==> config.mk <==
export PLATFORM = sky130hd
export DESIGN_NAME = fetch_unit
export DESIGN_NICKNAME = d
export VERILOG_FILES = /design/src/rtl/fetch_pkg.sv /design/src/rtl/fetch_fifo.sv /design/src/rtl/fetch_unit.sv
export SDC_FILE = /design/constraint.sdc
export NUM_CORES = 1
export LEC_CHECK = 0
export CAP_MARGIN = 0
export CORE_MARGIN = 1
export CORE_UTILIZATION = 49
export DETAILED_ROUTE_END_ITERATION = 8
export PLACE_DENSITY = 0.87
export SLEW_MARGIN = 40
export SYNTH_ARGS = -nofsm -noshare
export SYNTH_HDL_FRONTEND = slang
export SYNTH_HIERARCHICAL = 1
export SYNTH_SLANG_ARGS = --single-unit
==> constraint.sdc <==
create_clock -name clk -period 3.1 [get_ports clk]
set_input_delay 0.775 -clock clk [delete_from_list [all_inputs] [get_ports clk]]
set_output_delay 0.775 -clock clk [all_outputs]
set_load 0.01 [all_outputs]
==> src/rtl/fetch_pkg.sv <==
// Shared definitions for the instruction fetch unit:
// FSM state encoding and prefetch buffer sizing.
package fetch_pkg;

    localparam int FETCH_DEPTH = 2;
    localparam int PTR_W       = $clog2(FETCH_DEPTH);
    localparam int CNT_W       = $clog2(FETCH_DEPTH + 1);

    localparam logic [CNT_W-1:0] CNT_ZERO  = '0;
    localparam logic [CNT_W-1:0] CNT_ONE   = CNT_W'(1);
    localparam logic [CNT_W-1:0] CNT_DEPTH = CNT_W'(FETCH_DEPTH);

    typedef enum logic [1:0] {
        ST_IDLE = 2'd0,
        ST_REQ  = 2'd1,
        ST_DROP = 2'd2
    } fetch_state_e;

endpackage

==> src/rtl/fetch_fifo.sv <==
// Small prefetch FIFO holding {instruction, fetch address} entries.
// Flush beats push and pop; head is the oldest entry.
module fetch_fifo
    import fetch_pkg::*;
#(
    parameter int DATA_W = 40
) (
    input  logic              clk,
    input  logic              reset,
    input  logic              push,
    input  logic [DATA_W-1:0] push_data,
    input  logic              pop,
    input  logic              flush,
    output logic [CNT_W-1:0]  count,
    output logic [DATA_W-1:0] head
);

    logic [DATA_W-1:0] r_mem [FETCH_DEPTH];
    logic [PTR_W-1:0]  r_rd_ptr;
    logic [PTR_W-1:0]  r_wr_ptr;
    logic [CNT_W-1:0]  r_count;

    logic w_push;
    logic w_pop;

    localparam logic [PTR_W-1:0] PTR_ONE = PTR_W'(1);

    // Guards keep the pointers sane even if a caller misbehaves.
    assign w_push = push && (r_count < CNT_DEPTH);
    assign w_pop  = pop && (r_count != CNT_ZERO);

    always_ff @(posedge clk) begin
        if (reset) begin
            for (int i = 0; i < FETCH_DEPTH; i++) begin
                r_mem[i] <= '0;
            end
            r_rd_ptr <= '0;
            r_wr_ptr <= '0;
            r_count  <= '0;
        end else if (flush) begin
            r_rd_ptr <= '0;
            r_wr_ptr <= '0;
            r_count  <= '0;
        end else begin
            if (w_push) begin
                r_mem[r_wr_ptr] <= push_data;
                r_wr_ptr        <= r_wr_ptr + PTR_ONE;
            end
            if (w_pop) begin
                r_rd_ptr <= r_rd_ptr + PTR_ONE;
            end
            unique case ({w_push, w_pop})
                2'b10:   r_count <= r_count + CNT_ONE;
                2'b01:   r_count <= r_count - CNT_ONE;
                default: r_count <= r_count;
            endcase
        end
    end

    assign count = r_count;
    assign head  = r_mem[r_rd_ptr];

endmodule

==> src/rtl/fetch_unit.sv <==
// Instruction fetch unit: single-outstanding memory requests feeding
// a 2-entry prefetch buffer, with PC-relative redirect handling.
module fetch_unit
    import fetch_pkg::*;
#(
    parameter int MEM_WIDTH   = 8,
    parameter int INSTR_WIDTH = 32
) (
    input  logic                   clk,
    input  logic                   reset,
    input  logic [MEM_WIDTH-1:0]   pc_addr,
    output logic                   pc_en,
    output logic                   pc_load,
    output logic [MEM_WIDTH-1:0]   pc_offset,
    output logic                   imem_req,
    output logic [MEM_WIDTH-1:0]   imem_addr,
    input  logic                   imem_ack,
    input  logic [INSTR_WIDTH-1:0] imem_data,
    input  logic                   redirect,
    input  logic [MEM_WIDTH-1:0]   redirect_offset,
    output logic                   out_valid,
    input  logic                   out_ready,
    output logic [INSTR_WIDTH-1:0] out_instr,
    output logic [MEM_WIDTH-1:0]   out_pc
);

    localparam int ENTRY_W = INSTR_WIDTH + MEM_WIDTH;
    localparam logic [MEM_WIDTH-1:0] ADDR_ONE = MEM_WIDTH'(1);

    fetch_state_e         r_state;
    logic                 r_imem_req;
    logic [MEM_WIDTH-1:0] r_imem_addr;

    logic [CNT_W-1:0]   w_count;
    logic [ENTRY_W-1:0] w_head;
    logic [ENTRY_W-1:0] w_push_data;
    logic [CNT_W-1:0]   w_cnt_after_pop;
    logic [CNT_W-1:0]   w_cnt_after_push;
    logic               w_in_req;
    logic               w_push;
    logic               w_pop;

    assign w_in_req    = (r_state == ST_REQ);
    assign w_push      = w_in_req && imem_ack && !redirect;
    assign w_pop       = out_valid && out_ready;
    assign w_push_data = {imem_data, r_imem_addr};

    assign w_cnt_after_pop  = w_count - {{(CNT_W-1){1'b0}}, w_pop};
    assign w_cnt_after_push = w_cnt_after_pop + CNT_ONE;

    fetch_fifo #(
        .DATA_W (ENTRY_W)
    ) u_fifo (
        .clk       (clk),
        .reset     (reset),
        .push      (w_push),
        .push_data (w_push_data),
        .pop       (w_pop),
        .flush     (redirect),
        .count     (w_count),
        .head      (w_head)
    );

    // The PC update has to land in the same cycle as the ack or redirect.
    assign pc_en     = !reset && (redirect || (w_in_req && imem_ack));
    assign pc_load   = !reset && redirect;
    assign pc_offset = pc_load ? redirect_offset : '0;

    always_ff @(posedge clk) begin
        if (reset) begin
            r_state     <= ST_IDLE;
            r_imem_req  <= 1'b0;
            r_imem_addr <= '0;
        end else begin
            unique case (r_state)
                ST_IDLE: begin
                    if (!redirect && (w_cnt_after_pop < CNT_DEPTH)) begin
                        r_state     <= ST_REQ;
                        r_imem_req  <= 1'b1;
                        r_imem_addr <= pc_addr;
                    end
                end
                ST_REQ: begin
                    if (redirect) begin
                        if (imem_ack) begin
                            r_state    <= ST_IDLE;
                            r_imem_req <= 1'b0;
                        end else begin
                            r_state <= ST_DROP;
                        end
                    end else if (imem_ack) begin
                        if (w_cnt_after_push < CNT_DEPTH) begin
                            r_imem_addr <= pc_addr + ADDR_ONE;
                        end else begin
                            r_state    <= ST_IDLE;
                            r_imem_req <= 1'b0;
                        end
                    end
                end
                ST_DROP: begin
                    if (imem_ack) begin
                        r_state    <= ST_IDLE;
                        r_imem_req <= 1'b0;
                    end
                end
                default: begin
                    r_state    <= ST_IDLE;
                    r_imem_req <= 1'b0;
                end
            endcase
        end
    end

    assign imem_req  = r_imem_req;
    assign imem_addr = r_imem_addr;
    assign out_valid = (w_count != CNT_ZERO);
    assign out_instr = w_head[ENTRY_W-1 -: INSTR_WIDTH];
    assign out_pc    = w_head[MEM_WIDTH-1:0];

endmodule

Word level (Yosys, flattened, before mapping) --
Memories as Yosys holds them, arrays and structs flattened. A register that Yosys moved wholly into a read port is not among the register bits. Index checks and enable logic that the tools add are counted.
Storage, ports and cells: register bits 15, bits in writable memories 80, input port bits 53, output and inout bits 60, logic and storage cells 79, memories 1
Memories:
- u_fifo.r_mem | words 2, bits a word 40, rd ports 1, clocked after memory_dff 1, wr ports 2, line fetch_fifo.sv:18 | logic [DATA_W-1:0] r_mem [FETCH_DEPTH];
Operators by class: add/sub/neg operators 7, order comparisons 3, equal/unequal tests 11, multiplexer cells 31, reduce and logical (&&, ||, !) cells 20
Operators with widths (number):
- 2-to-1 mux 40 bit | 1
- 2-to-1 mux 8 bit | 5
- OR reduction 40 bit | 1
- one-hot mux 8 bit (2 select lines) | 1
- 2-to-1 mux 1 bit | 15
- 2-to-1 mux 2 bit | 6
- adder 8 x 1 -> 8 bit (second input constant) | 1
- logical AND 1 bit | 8
- inequality test 2 bit (second input constant) | 4
- < comparator 2 bit (second input constant) | 3
- inequality test 3 bit (second input constant) | 2
- one-hot mux 2 bit (3 select lines) | 1
- nonzero test 2 bit | 3
- AND reduction 5 bit | 1
- adder 2 x 1 -> 2 bit (second input constant) | 2
- == test 2 x 1 -> 1 bit (second input constant) | 2
- == test 2 bit (second input constant) | 2
- one-hot mux 2 bit (2 select lines) | 1
- AND reduction 4 bit | 1
- one-hot mux 1 bit (3 select lines) | 1
- AND reduction 3 bit | 1
- adder 1 bit (second input constant) | 2
- zero test 1 bit | 2
- zero test 2 bit | 1
- other kinds (5) | 5

Longest topological paths before layout --
word-level depth 10, gate-level depth with buffers 8, mapped depth without buffers 7

Hierarchy --
Netlist, hierarchy kept.
By module, submodules not included:
- fetch_fifo | times used 1, cells an instance 247, area each 3744.8 µm²
- fetch_unit | times used 1, cells an instance 86, area each 730.7 µm²

Worst setup path after synthesis --
No wires, ideal clock.
kind input -> register, from input port redirect, to memory u_fifo.r_mem[1][0], enable pin, library setup time 396 ps, data arrival time 2236 ps, required time 2704 ps, setup slack 468 ps, stages 4, buffers on the path 0, cells stage by stage or2_2 -> nor2_1 -> nor2b_2 -> a21o_1
RTL lines:
- from (decl) | line fetch_unit.sv:19 | input logic redirect,
- to (decl) | line fetch_fifo.sv:18

Worst setup path in the final report --
from input port redirect, to output port pc_offset[2]
Between the ends: cells in the longest elaborated chain, start to end 2
Ends and longest elaborated chain:
- logical AND 1 bit | line fetch_unit.sv:66 | assign pc_load = !reset && redirect;
- 2-to-1 mux 8 bit | line fetch_unit.sv:67 | assign pc_offset = pc_load ? redirect_offset : '0;
- to (decl) | line fetch_unit.sv:14 | output logic [MEM_WIDTH-1:0] pc_offset,
No other way between the ends.

==> run metrics <==
Critical Path Source redirect; core area 8760 um2; RSZ-0062 raised after global routing false; initial antenna violation count 0; GPL Wtd Cong just over 0.8; endpoints failing hold 0; Tmin final 2.96 ns; Slew @ Worst Pin 0.412 ns; Main synth FF type edfxtp_1; HPWL after detailed placement 5990 um; Final Util 67.5%; VDD IR max 0.250 mV; cell leakage power ~2.4 nW; global route overflow 0; fmax 337 MHz; CTS root buffer clkbuf_8; CP Capture Point pc_offset[2]; largest net degree at the start of global routing between 50 and 60; vias in the first global route between 3,000 and 4,000; CP Data Required Time 2.32 ns; WS Path Type input port to output port; asr flop ratio synth 0%; ratio of cells with drive above 1 in the final layout 17.4%; CTS buffer count 9; via density per instance 5.47; Sum Neg Setup Slack 0 ns; Seq cells post-synth 96; Mean Syn Cell Area 13.4 um2; maximum buffer depth of the clock tree 2; Worst-path clk slew approximately 0.08 ns; area of the mapped netlist between 4000 and 5000 um2; die area 9520 um2; initial DRC count roughly 140; CP startpoint kind input port; Pwr Density between 400 and 500 nW/um2; count of buffers from port buffering between 100 and 150; synth top area cells edfxtp_1 (54%), and3_1 (11%), mux2_2 (10%); Setup violations, final 0; CTS tree yes; Slew headroom 72.5%; cell count after synthesis between 300 and 400; critical path capture point type output port; DR vias 3,039; Post-synth top cells and3_1 (80), edfxtp_1 (80), mux2_2 (40); Max Cap Viol 0; Final Slew Violations 0; Post-Route WL 9060 um; Rows 34; R2R setup slack 0.78 ns; area of the multi-input gates 1580 um2; Pre-antenna DRT Iters 4; sequential area share after synthesis 60.8%; YS warnings 6; buffer count from post-CTS setup fixing 0; fin nets 499; Sequential Area 2720 um2; post-synth top area share approximately 54%; antenna violation net count after detailed routing 0; RR Endpoint imem_addr[6]; Worst Skew 0.0122 ns; htree depth 3; synth-to-layout area growth 32.2%; clock latency at the later pin of the worst-skew pair 0.35 ns; Yosys top cell by area edfxtp_1; Hold-fix buffers, CTS 0; worst r2r path cells 8; Final period util between 90% and 100%; GRT Resource Usage Total 19.7%; EDFF count, synth 80; ant diodes 0; die width a little under 100 um; WL per Instance about 16 um; # fillers 624; Initial Utilization 51.1%; Syn Nets 389; DR DRC count 0; die height 97.6 um; clock sinks 96; CP max FO 9; IO Pins 113; crit path DAT 2.19 ns; Reg-to-Reg Start u_fifo/count[1]; Hold WC Path Type register to register; status completed; library cells used by synthesis 37; first-pass GRT wire length 14,800 um
logic make-up after synthesis:
kind of cell	count (synthesis)	synth area share (%)
AND/OR/NAND/NOR	124	16.6
AO/OA/AOI/OAI	26	3.91
adder cells (fa/ha/maj)	3	0.839
flip-flops	96	60.8
multiplexers	43	10.8
buffers and inverters	28	4.31
XOR/XNOR	13	2.71
cells in the final DEF, fill, tap and decap left out, drive strengths merged:
cell           count
ha                 3
a21boi             1
nand2              3
nor4               1
a311oi             8
or3                1
xor2               7
mux2              40
and2               9
nor3               8
bufinv             1
nand3              2
mux2i              3
buf               13
a21oi             11
nand4              2
and3              80
o21ai              1
a21o               2
xnor2              6
or2                2
dfxtp             16
nand3b             1
o21a               2
inv                2
clkdlybuf4s50    112
nor2               8
edfxtp            80
clkbuf            10
nand4b             1
nand2b             1
clkinv             5
nor2b              5
a211oi             1
critical path, cell delays in order:
cell and delay, ns:
clkdlybuf4s50_1 0.48, inv_1 0.08, nor2_4 0.17, and2_1 0.15
clkdlybuf4s50_1 0.53
stage by stage:
step	cells	setup slack (ns)	total power, mW	hold WS (ns)	cell area, um2
final	556	0.136	2.53	0.512	5920
after CTS	556	0.0641	2.56	0.517	5910
after detailed placement	540	-0.0408	1.78	0.503	5720
after global routing	556	0.0382	2.63	0.557	5920
after global placement	540	0.0233	1.77	0.508	5720
after floorplan	333	0.468	1.60	0.518	4480
worst min-delay path by stage:
stage	from	endpoint	slack (ns)	depth (start not counted)
floorplan	imem_req	imem_req	0.52	2
global placement	imem_req	imem_req	0.51	2
detailed placement	imem_req	imem_req	0.50	2
CTS	imem_req	imem_req	0.52	2
global route	imem_req	imem_req	0.56	2
finish	imem_req	imem_req	0.51	2
metal layers:
metal / wire length, um / global-route usage (%) / share of wire, %
met2: 4630 / 33.9 / 51
met3: 505 / 3.45 / 5.6
met1: 3780 / 24.9 / 42
met5: 0 / 0 / 0
met4: 142 / 7.24 / 1.6
final cells by class:
cell class | count | area share [%]
flip-flops and latches | 96 | 46.0
clock buffers | 10 | 2.16
clock inverters | 6 | 1.01
inverters | 2 | 0.127
repair buffers | 125 | 21.6
well taps | 108 | 2.28
multi-input cells | 209 | 26.7
registers in the layout, summed over array words and instances (netlist names), named ones only:
signal,flops
imem_addr,8
imem_req,1
r_state,2
u_fifo/count,2
u_fifo/r_mem,80
u_fifo/r_rd_ptr,1
u_fifo/r_wr_ptr,1
power breakdown:
part | switching (mW) | leakage, nW | internal (mW) | total, mW
Sequential | 0.0212 | 0.966 | 1.44 | 1.46
Clock | 0.406 | 0.0953 | 0.370 | 0.776
Combinational | 0.120 | 1.35 | 0.171 | 0.291
repair_timing:
| item | in CTS | in global routing |
|---|---|---|
| setup endpoints to repair | 8 | 3 |
| cloned | 0 | 0 |
| resized for setup | 1 | 1 |
| hold endpoints to repair | 0 | 0 |
Note: power is estimated with default switching activity, not from simulation.
